[config.mk]
export PLATFORM = sky130hd
export DESIGN_NAME = sdram_frame_arbiter
export DESIGN_NICKNAME = d
export VERILOG_FILES = /design/src/rtl/sdram_frame_arbiter.sv
export SDC_FILE = /design/constraint.sdc
export NUM_CORES = 1
export LEC_CHECK = 0
export ABC_AREA = 1
export CORE_ASPECT_RATIO = 1.75
export CORE_MARGIN = 10
export CORE_UTILIZATION = 30
export DETAILED_ROUTE_END_ITERATION = 8
export HOLD_SLACK_MARGIN = 0.12
export PLACE_DENSITY = 0.5
export SLEW_MARGIN = 20
export SYNTH_ARGS = -nofsm -noshare
export SYNTH_HDL_FRONTEND = slang
export SYNTH_SLANG_ARGS = --single-unit
[constraint.sdc]
create_clock -name SDRAM_CLK -period 8.38 [get_ports SDRAM_CLK]
set_input_delay 1.257 -clock SDRAM_CLK [delete_from_list [all_inputs] [get_ports SDRAM_CLK]]
set_output_delay 1.257 -clock SDRAM_CLK [all_outputs]
set_load 0.05 [all_outputs]
[src/rtl/sdram_frame_arbiter.sv]
// sdram_frame_arbiter: triple-buffered SDRAM command scheduler; capture writes (wr_*), display reads (rd_*), auto-refresh, command port (cmd_*), buffer indices (wr_buf/rd_buf/frame_swap)
module sdram_frame_arbiter #(
  parameter int ROW_W            = 13,
  parameter int COL_W            = 9,
  parameter int BURST_LEN        = 8,
  parameter int FRAME_WORDS      = 307200,
  parameter int REFRESH_INTERVAL = 390,
  parameter int REFRESH_MAX_OWED = 8
) (
  input  logic                   SDRAM_CLK,
  input  logic                   RESET,
  input  logic                   wr_req,
  input  logic                   wr_frame_start,
  output logic                   wr_grant,
  input  logic                   rd_req,
  input  logic                   rd_frame_start,
  output logic                   rd_grant,
  output logic                   cmd_valid,
  input  logic                   cmd_ready,
  output logic [1:0]             cmd_op,
  output logic [1:0]             cmd_bank,
  output logic [ROW_W+COL_W-1:0] cmd_addr,
  input  logic                   cmd_done,
  output logic [1:0]             wr_buf,
  output logic [1:0]             rd_buf,
  output logic                   frame_swap
);
  localparam int AW = ROW_W + COL_W;
  localparam int OW = $clog2(REFRESH_MAX_OWED + 1);
  localparam int TW = $clog2(REFRESH_INTERVAL + 1);
  localparam logic [1:0] OP_IDLE = 2'b00, OP_WR = 2'b01, OP_RD = 2'b10, OP_REF = 2'b11;
  typedef enum logic [1:0] {IDLE, ISSUE, BUSY} state_t;
  state_t          state_q, state_d;
  logic            cmd_valid_q, cmd_valid_d;
  logic [1:0]      cmd_op_q, cmd_op_d, cmd_bank_q, cmd_bank_d;
  logic [AW-1:0]   cmd_addr_q, cmd_addr_d, wr_ptr_q, wr_ptr_d, rd_ptr_q, rd_ptr_d;
  logic [AW:0]     wr_nxt, rd_nxt;
  logic            wr_wrap, rd_wrap, wr_full_q, wr_full_d, wr_full_eff;
  logic [1:0]      wr_buf_q, wr_buf_d, rd_buf_q, rd_buf_d, ready_buf_q, ready_buf_d, ready_buf_w, pick;
  logic            ready_valid_q, ready_valid_d, ready_valid_w, swap_w, swap_r, frame_swap_q;
  logic [OW-1:0]   owed_q, owed_d;
  logic [TW-1:0]   timer_q, timer_d;
  logic            expire, accept, wr_acc, rd_acc, ref_acc, last_wr_q, last_wr_d;
  assign accept  = state_q == ISSUE && cmd_ready;
  assign wr_acc  = accept && cmd_op_q == OP_WR;
  assign rd_acc  = accept && cmd_op_q == OP_RD;
  assign ref_acc = accept && cmd_op_q == OP_REF;
  assign expire  = timer_q == '0;
  assign timer_d = expire ? TW'(REFRESH_INTERVAL - 1) : timer_q - 1'b1;
  // an expiry and an accepted refresh in the same cycle cancel out
  assign owed_d  = (expire && !ref_acc && owed_q != OW'(REFRESH_MAX_OWED)) ? owed_q + 1'b1 :
                   (!expire && ref_acc) ? owed_q - 1'b1 : owed_q;
  assign pick    = owed_q != '0 ? OP_REF : (wr_req && rd_req) ? (last_wr_q ? OP_RD : OP_WR) :
                   wr_req ? OP_WR : rd_req ? OP_RD : OP_IDLE;
  assign last_wr_d = (accept && cmd_op_q != OP_REF) ? cmd_op_q == OP_WR : last_wr_q;
  assign wr_nxt  = {1'b0, wr_ptr_q} + (AW+1)'(BURST_LEN);
  assign rd_nxt  = {1'b0, rd_ptr_q} + (AW+1)'(BURST_LEN);
  assign wr_wrap = wr_nxt == (AW+1)'(FRAME_WORDS);
  assign rd_wrap = rd_nxt == (AW+1)'(FRAME_WORDS);
  assign wr_ptr_d = wr_frame_start ? '0 : wr_acc ? (wr_wrap ? '0 : wr_nxt[AW-1:0]) : wr_ptr_q;
  assign rd_ptr_d = rd_frame_start ? '0 : rd_acc ? (rd_wrap ? '0 : rd_nxt[AW-1:0]) : rd_ptr_q;
  // a frame completed by a grant in the VSYNC cycle still counts as complete
  assign wr_full_eff = wr_full_q | (wr_acc & wr_wrap);
  assign wr_full_d   = wr_frame_start ? 1'b0 : wr_full_eff;
  // write side resolves first so a same-cycle display frame start picks up the fresh frame
  assign swap_w        = wr_frame_start & wr_full_eff;
  assign ready_buf_w   = swap_w ? wr_buf_q : ready_buf_q;
  assign ready_valid_w = swap_w | ready_valid_q;
  assign wr_buf_d      = swap_w ? 2'd3 - rd_buf_q - wr_buf_q : wr_buf_q;
  assign swap_r        = rd_frame_start & ready_valid_w;
  assign rd_buf_d      = swap_r ? ready_buf_w : rd_buf_q;
  assign ready_buf_d   = ready_buf_w;
  assign ready_valid_d = ready_valid_w & ~rd_frame_start;
  always_comb begin
    state_d     = state_q;
    cmd_valid_d = cmd_valid_q;
    cmd_op_d    = cmd_op_q;
    cmd_bank_d  = cmd_bank_q;
    cmd_addr_d  = cmd_addr_q;
    case (state_q)
      IDLE: if (pick != OP_IDLE) begin
        state_d     = ISSUE;
        cmd_valid_d = 1'b1;
        cmd_op_d    = pick;
        cmd_bank_d  = pick == OP_WR ? wr_buf_q : pick == OP_RD ? rd_buf_q : 2'd0;
        cmd_addr_d  = pick == OP_WR ? wr_ptr_q : pick == OP_RD ? rd_ptr_q : '0;
      end
      ISSUE: if (cmd_ready) begin
        state_d     = BUSY;
        cmd_valid_d = 1'b0;
      end
      BUSY: if (cmd_done) state_d = IDLE;
      default: state_d = IDLE;
    endcase
  end
  always_ff @(posedge SDRAM_CLK or posedge RESET) begin
    if (RESET) begin
      state_q       <= IDLE;
      cmd_valid_q   <= 1'b0;
      cmd_op_q      <= OP_IDLE;
      cmd_bank_q    <= 2'd0;
      cmd_addr_q    <= '0;
      wr_ptr_q      <= '0;
      rd_ptr_q      <= '0;
      wr_full_q     <= 1'b0;
      wr_buf_q      <= 2'd1;
      rd_buf_q      <= 2'd0;
      ready_buf_q   <= 2'd2;
      ready_valid_q <= 1'b0;
      frame_swap_q  <= 1'b0;
      owed_q        <= '0;
      timer_q       <= TW'(REFRESH_INTERVAL - 1);
      last_wr_q     <= 1'b0;
    end else begin
      state_q       <= state_d;
      cmd_valid_q   <= cmd_valid_d;
      cmd_op_q      <= cmd_op_d;
      cmd_bank_q    <= cmd_bank_d;
      cmd_addr_q    <= cmd_addr_d;
      wr_ptr_q      <= wr_ptr_d;
      rd_ptr_q      <= rd_ptr_d;
      wr_full_q     <= wr_full_d;
      wr_buf_q      <= wr_buf_d;
      rd_buf_q      <= rd_buf_d;
      ready_buf_q   <= ready_buf_d;
      ready_valid_q <= ready_valid_d;
      frame_swap_q  <= swap_r;
      owed_q        <= owed_d;
      timer_q       <= timer_d;
      last_wr_q     <= last_wr_d;
    end
  end
  assign wr_grant   = wr_acc;
  assign rd_grant   = rd_acc;
  assign cmd_valid  = cmd_valid_q;
  assign cmd_op     = cmd_op_q;
  assign cmd_bank   = cmd_bank_q;
  assign cmd_addr   = cmd_addr_q;
  assign wr_buf     = wr_buf_q;
  assign rd_buf     = rd_buf_q;
  assign frame_swap = frame_swap_q;
endmodule
# After elaboration in Yosys (flattened, before gate mapping)
# Cells that the tools add are included.
[op_classes] add_sub_neg=7 n_eq_ne=14 mux=27 n_bitwise=7 reduce_logical=22
[ops] cell="$mux 22" n=8
[ops] cell="$add 22x4->23 const B" n=2
[ops] cell="$eq 23x19->1 const B" n=2
[ops] cell="$mux 2" n=11
[ops] cell="$reduce_bool 2->1" n=5
[ops] cell="$logic_and 1x1->1" n=9
[ops] cell="$logic_not 9->1" n=1
[ops] cell="$mux 9" n=1
[ops] cell="$sub 9x1->9 const B" n=1
[ops] cell="$eq 2x2->1 const B" n=4
[ops] cell="$mux 4" n=2
[ops] cell="$ne 2x2->1 const B" n=4
[ops] cell="$eq 2x1->1 const B" n=3
[ops] cell="$pmux 2 s3" n=1
[ops] cell="$reduce_and 3->1" n=2
[ops] cell="$add 4x1->4 const B" n=1
[ops] cell="$and 1x1->1" n=4
[ops] cell="$ne 4x4->1 const B" n=1
[ops] cell="$reduce_bool 4->1" n=1
[ops] cell="$sub 4x1->4 const B" n=1
[ops] cell="$mux 1" n=3
[ops] cell="$logic_not 1->1" n=2
[ops] cell="$logic_not 2->1" n=1
[ops] cell="$or 1x1->1" n=2
[ops] cell="5 further kinds" n=5
[totals] reg_bits=96 input_bits=8 output_inout_bits=34

# Depth between registers and ports, before layout
[logic_depth] depth_word=8 depth_mapped=17

# Least setup slack after synthesis
# No wires, ideal clock.
[synth_timing] path_type="in2out" startpoint="input cmd_ready" endpoint="output rd_grant" arrival_time_ps=2634 required_ps=7123 setup_slack_ps=4489 path_stages=2 path_buffers=0 cell_sequence="nand3_1 -> nor3_1"
[synth_between] elab_chain_len=2
[synth_lines] element="start: declaration" line_no="19" source="input logic cmd_ready,"
[synth_lines] element="$logic_and 1x1->1" line_no="44" source="assign accept = state_q == ISSUE && cmd_ready;"
[synth_lines] element="$logic_and 1x1->1" line_no="46" source="assign rd_acc = accept && cmd_op_q == OP_RD;"
[synth_lines] element="end: declaration" line_no="17" source="output logic rd_grant,"
# Every way passes these cells.

# Worst setup path in the final report
# Ends and elaborated chain as after synthesis.

==> impl_metrics.py <==
metrics = {
    "status": {
        "outcome": "finished clean",
    },
    "placement": {
        "portBuffers": 41,
        "gp_congestion": 0.863,
        "place_area_mm2": 0.00538,
        "detailedPlacementHpwl_um": 9950,
    },
    "sta": {
        "slew_headroom": 0.435,
        "rsz0062_at_grt": "no",
        "setup_tns_ns": 0,
        "setup_viol": 0,
        "fin_crit_sh": 0.559,
        "tightestPinTransition_ns": 0.848,
        "slew_viol_final": 0,
        "fmax_mhz": 213,
        "clock_skew_ns": 0.0108,
        "final-hold-violation-count": 0,
        "period_minus_slack_ns": 4.69,
    },
    "yosys": {
        "ys_seq_elements": 88,
        "async_flop_share": 1.00,
        "synth_seq_area_share": 0.464,
        "synth_cell_types": 36,
        "ys_warn_count": 0,
        "synth_largest_area_cell": "dfrtp_1",
        "synth_top_cell_area_share": 0.431,
        "synth_fp_nets": 629,
        "syn_avg_cell_area_um2": 7.77,
        "synthTopCellsByArea": "dfrtp_1, nand2_1, inv_1",
        "ys.flop_type": "dfrtp_1",
        "syn-cell-area_mm2": 0.00477,
        "synth_edf_count": 0,
        "syn_inst": 613,
    },
    "floorplanning": {
        "ioPinCount": 42,
        "die_area_mm2": 0.0215,
        "core_area_mm2": 0.0155,
        "fp.dieW_um": 115,
        "initial_utilization": 0.308,
        "rows": 60,
        "die_h_um": 187,
    },
    "clocking": {
        "clk_latency_ns": 0.34,
        "cts_resized": 0,
        "clock_path_buffers": 2,
        "cts_hold_buf": 0,
        "cts.sinks": 88,
        "post_cts_buffers": 0,
        "numCtsBuffers": 9,
        "htreeDepth": 3,
        "cts.clk_slew.worst_paths_ns": 0.07,
        "cts_tree": "yes",
        "clock-root-buffer": "clkbuf_16",
    },
    "min_path": {
        "hold-path-cell-count": 1,
        "hp-class": "flip-flop to flip-flop",
    },
    "power": {
        "pwr_density_cell_mw_per_mm2": 208,
        "irDropWorstVdd_mv": 0.0940,
        "leakage_uw": 0.00253,
    },
    "job": {
        "cap_violations": 0,
    },
    "route": {
        "vias": 4183,
        "ant_nets": 0,
        "drt_pass1_iterations": 5,
        "routedWlPerCell_um": 16.0,
        "drc": 0,
        "avgViaCountPerCell": 4.94,
        "drt_wl_total_um": 13500,
        "drt_iter0_markers": 241,
    },
    "final_layout": {
        "drive_gt1_frac": 0.0727,
        "final_common_cell": "nand2_1",
        "post-route-util": 0.367,
        "area_growth_pct": 19.2,
        "fin_area_mm2": 0.00568,
        "layout.nets": 671,
        "layout_common_cells": "nand2_1, dfrtp_1, inv_1, nor2_1, o22ai_1",
        "n_antenna_cell": 0,
    },
    "worst_setup_path": {
        "cp-start-kind": "input pin",
        "required_ns": 7.12,
        "cp.arrival_ns": 3.43,
        "critPathMaxFanout": 6,
        "worstSetupPathType": "input pin to primary output",
        "endpoint_kind": "primary output",
        "r2r_cells": 9,
    },
    "grt": {
        "grt_usage": 0.127,
        "grt_max_degree": 64,
        "grt_pass1_wl_um": 22200,
        "grt_overflow": 0,
        "grt_pass1_vias": 4363,
        "antenna_found_initial": 0,
    },
}
-- per-layer routing --
layer / global-route usage / wire [um]
met5: 0 / 0
met1: 0.135 / 5370
met2: 0.231 / 7190
met4: 0.0521 / 340
met3: 0.0289 / 609
-- final timing paths --
path | from | end | slack, ns
hold / removal | timer_q[0] | timer_q[0] | 0.46
setup reg to reg | owed_q[0] | cmd_addr[4] | 5.63
min in group asynchronous | RESET | frame_swap | 1.25
setup / recovery | cmd_ready | rd_grant | 3.69
hold reg to reg | timer_q[0] | timer_q[0] | 0.46
max in group asynchronous | RESET | wr_ptr_q[11] | 5.91
-- Yosys cell counts, drive strengths merged, types with 6 or more instances --
library cell    n
nand2         182
inv            83
dfrtp          82
nor2           62
o22ai          47
nand3          39
o21ai          25
xor2           19
nand4          12
clkbuf          9
nor3            9
a21oi           8
ha              7
dfstp           6
-- cell families (layout without fill, tap and decap cells) --
logic type	count (synthesis)	count (layout)	share of synthesized area
xor+xnor	23	23	0.0423
simple gates	308	308	0.280
compound gates	89	89	0.112
flops	88	88	0.464
fa+ha+maj	8	8	0.0226
buf+inv	96	143	0.0772
mux	1	1	0.00236
-- report_power, final --
| part | internal, uW | switching, uW | total (uW) |
|---|---|---|---|
| registers | 459 | 30.0 | 489 |
| logic | 78.8 | 202 | 280 |
| clock network | 240 | 173 | 413 |
| total | 778 | 405 | 1180 |
-- metrics by stage --
| stage | hold slack [ns] | worst slack [ns] | power, uW | instances |
|---|---|---|---|---|
| 2_1_floorplan | 0.429 | 4.49 | 688 | 613 |
| 6_report | 0.457 | 3.69 | 1180 | 846 |
| 3_5_place_dp | 0.441 | 3.59 | 783 | 830 |
| 3_3_place_gp | 0.438 | 3.60 | 778 | 830 |
| 5_1_grt | 0.467 | 3.51 | 1260 | 846 |
| 4_1_cts | 0.459 | 3.57 | 1200 | 846 |
-- critical path, stage by stage --
cell	delay [ns]
clkdlybuf4s50_1	0.48
nand3_1	0.24
nor3_1	0.52
clkdlybuf4s50_1	0.93
-- sequential cells by signal (all words and copies together), names as in the netlist, 2 cells and up --
register / count
cmd_addr: 20
cmd_bank: 2
cmd_op: 2
owed_q: 4
rd_buf: 2
rd_ptr_q: 19
ready_buf_q: 2
state_q: 2
timer_q: 9
wr_buf: 2
wr_ptr_q: 19
-- area by class of cell --
class	count	area (um^2)
clock buffer	10	239
clock inverter	6	66.3
fill	1633	9780
inverter	84	317
multi-input combinational	429	2190
sequential	88	2210
tap	186	233
timing repair buffer	43	425
Note: power is estimated with default switching activity, not from simulation.
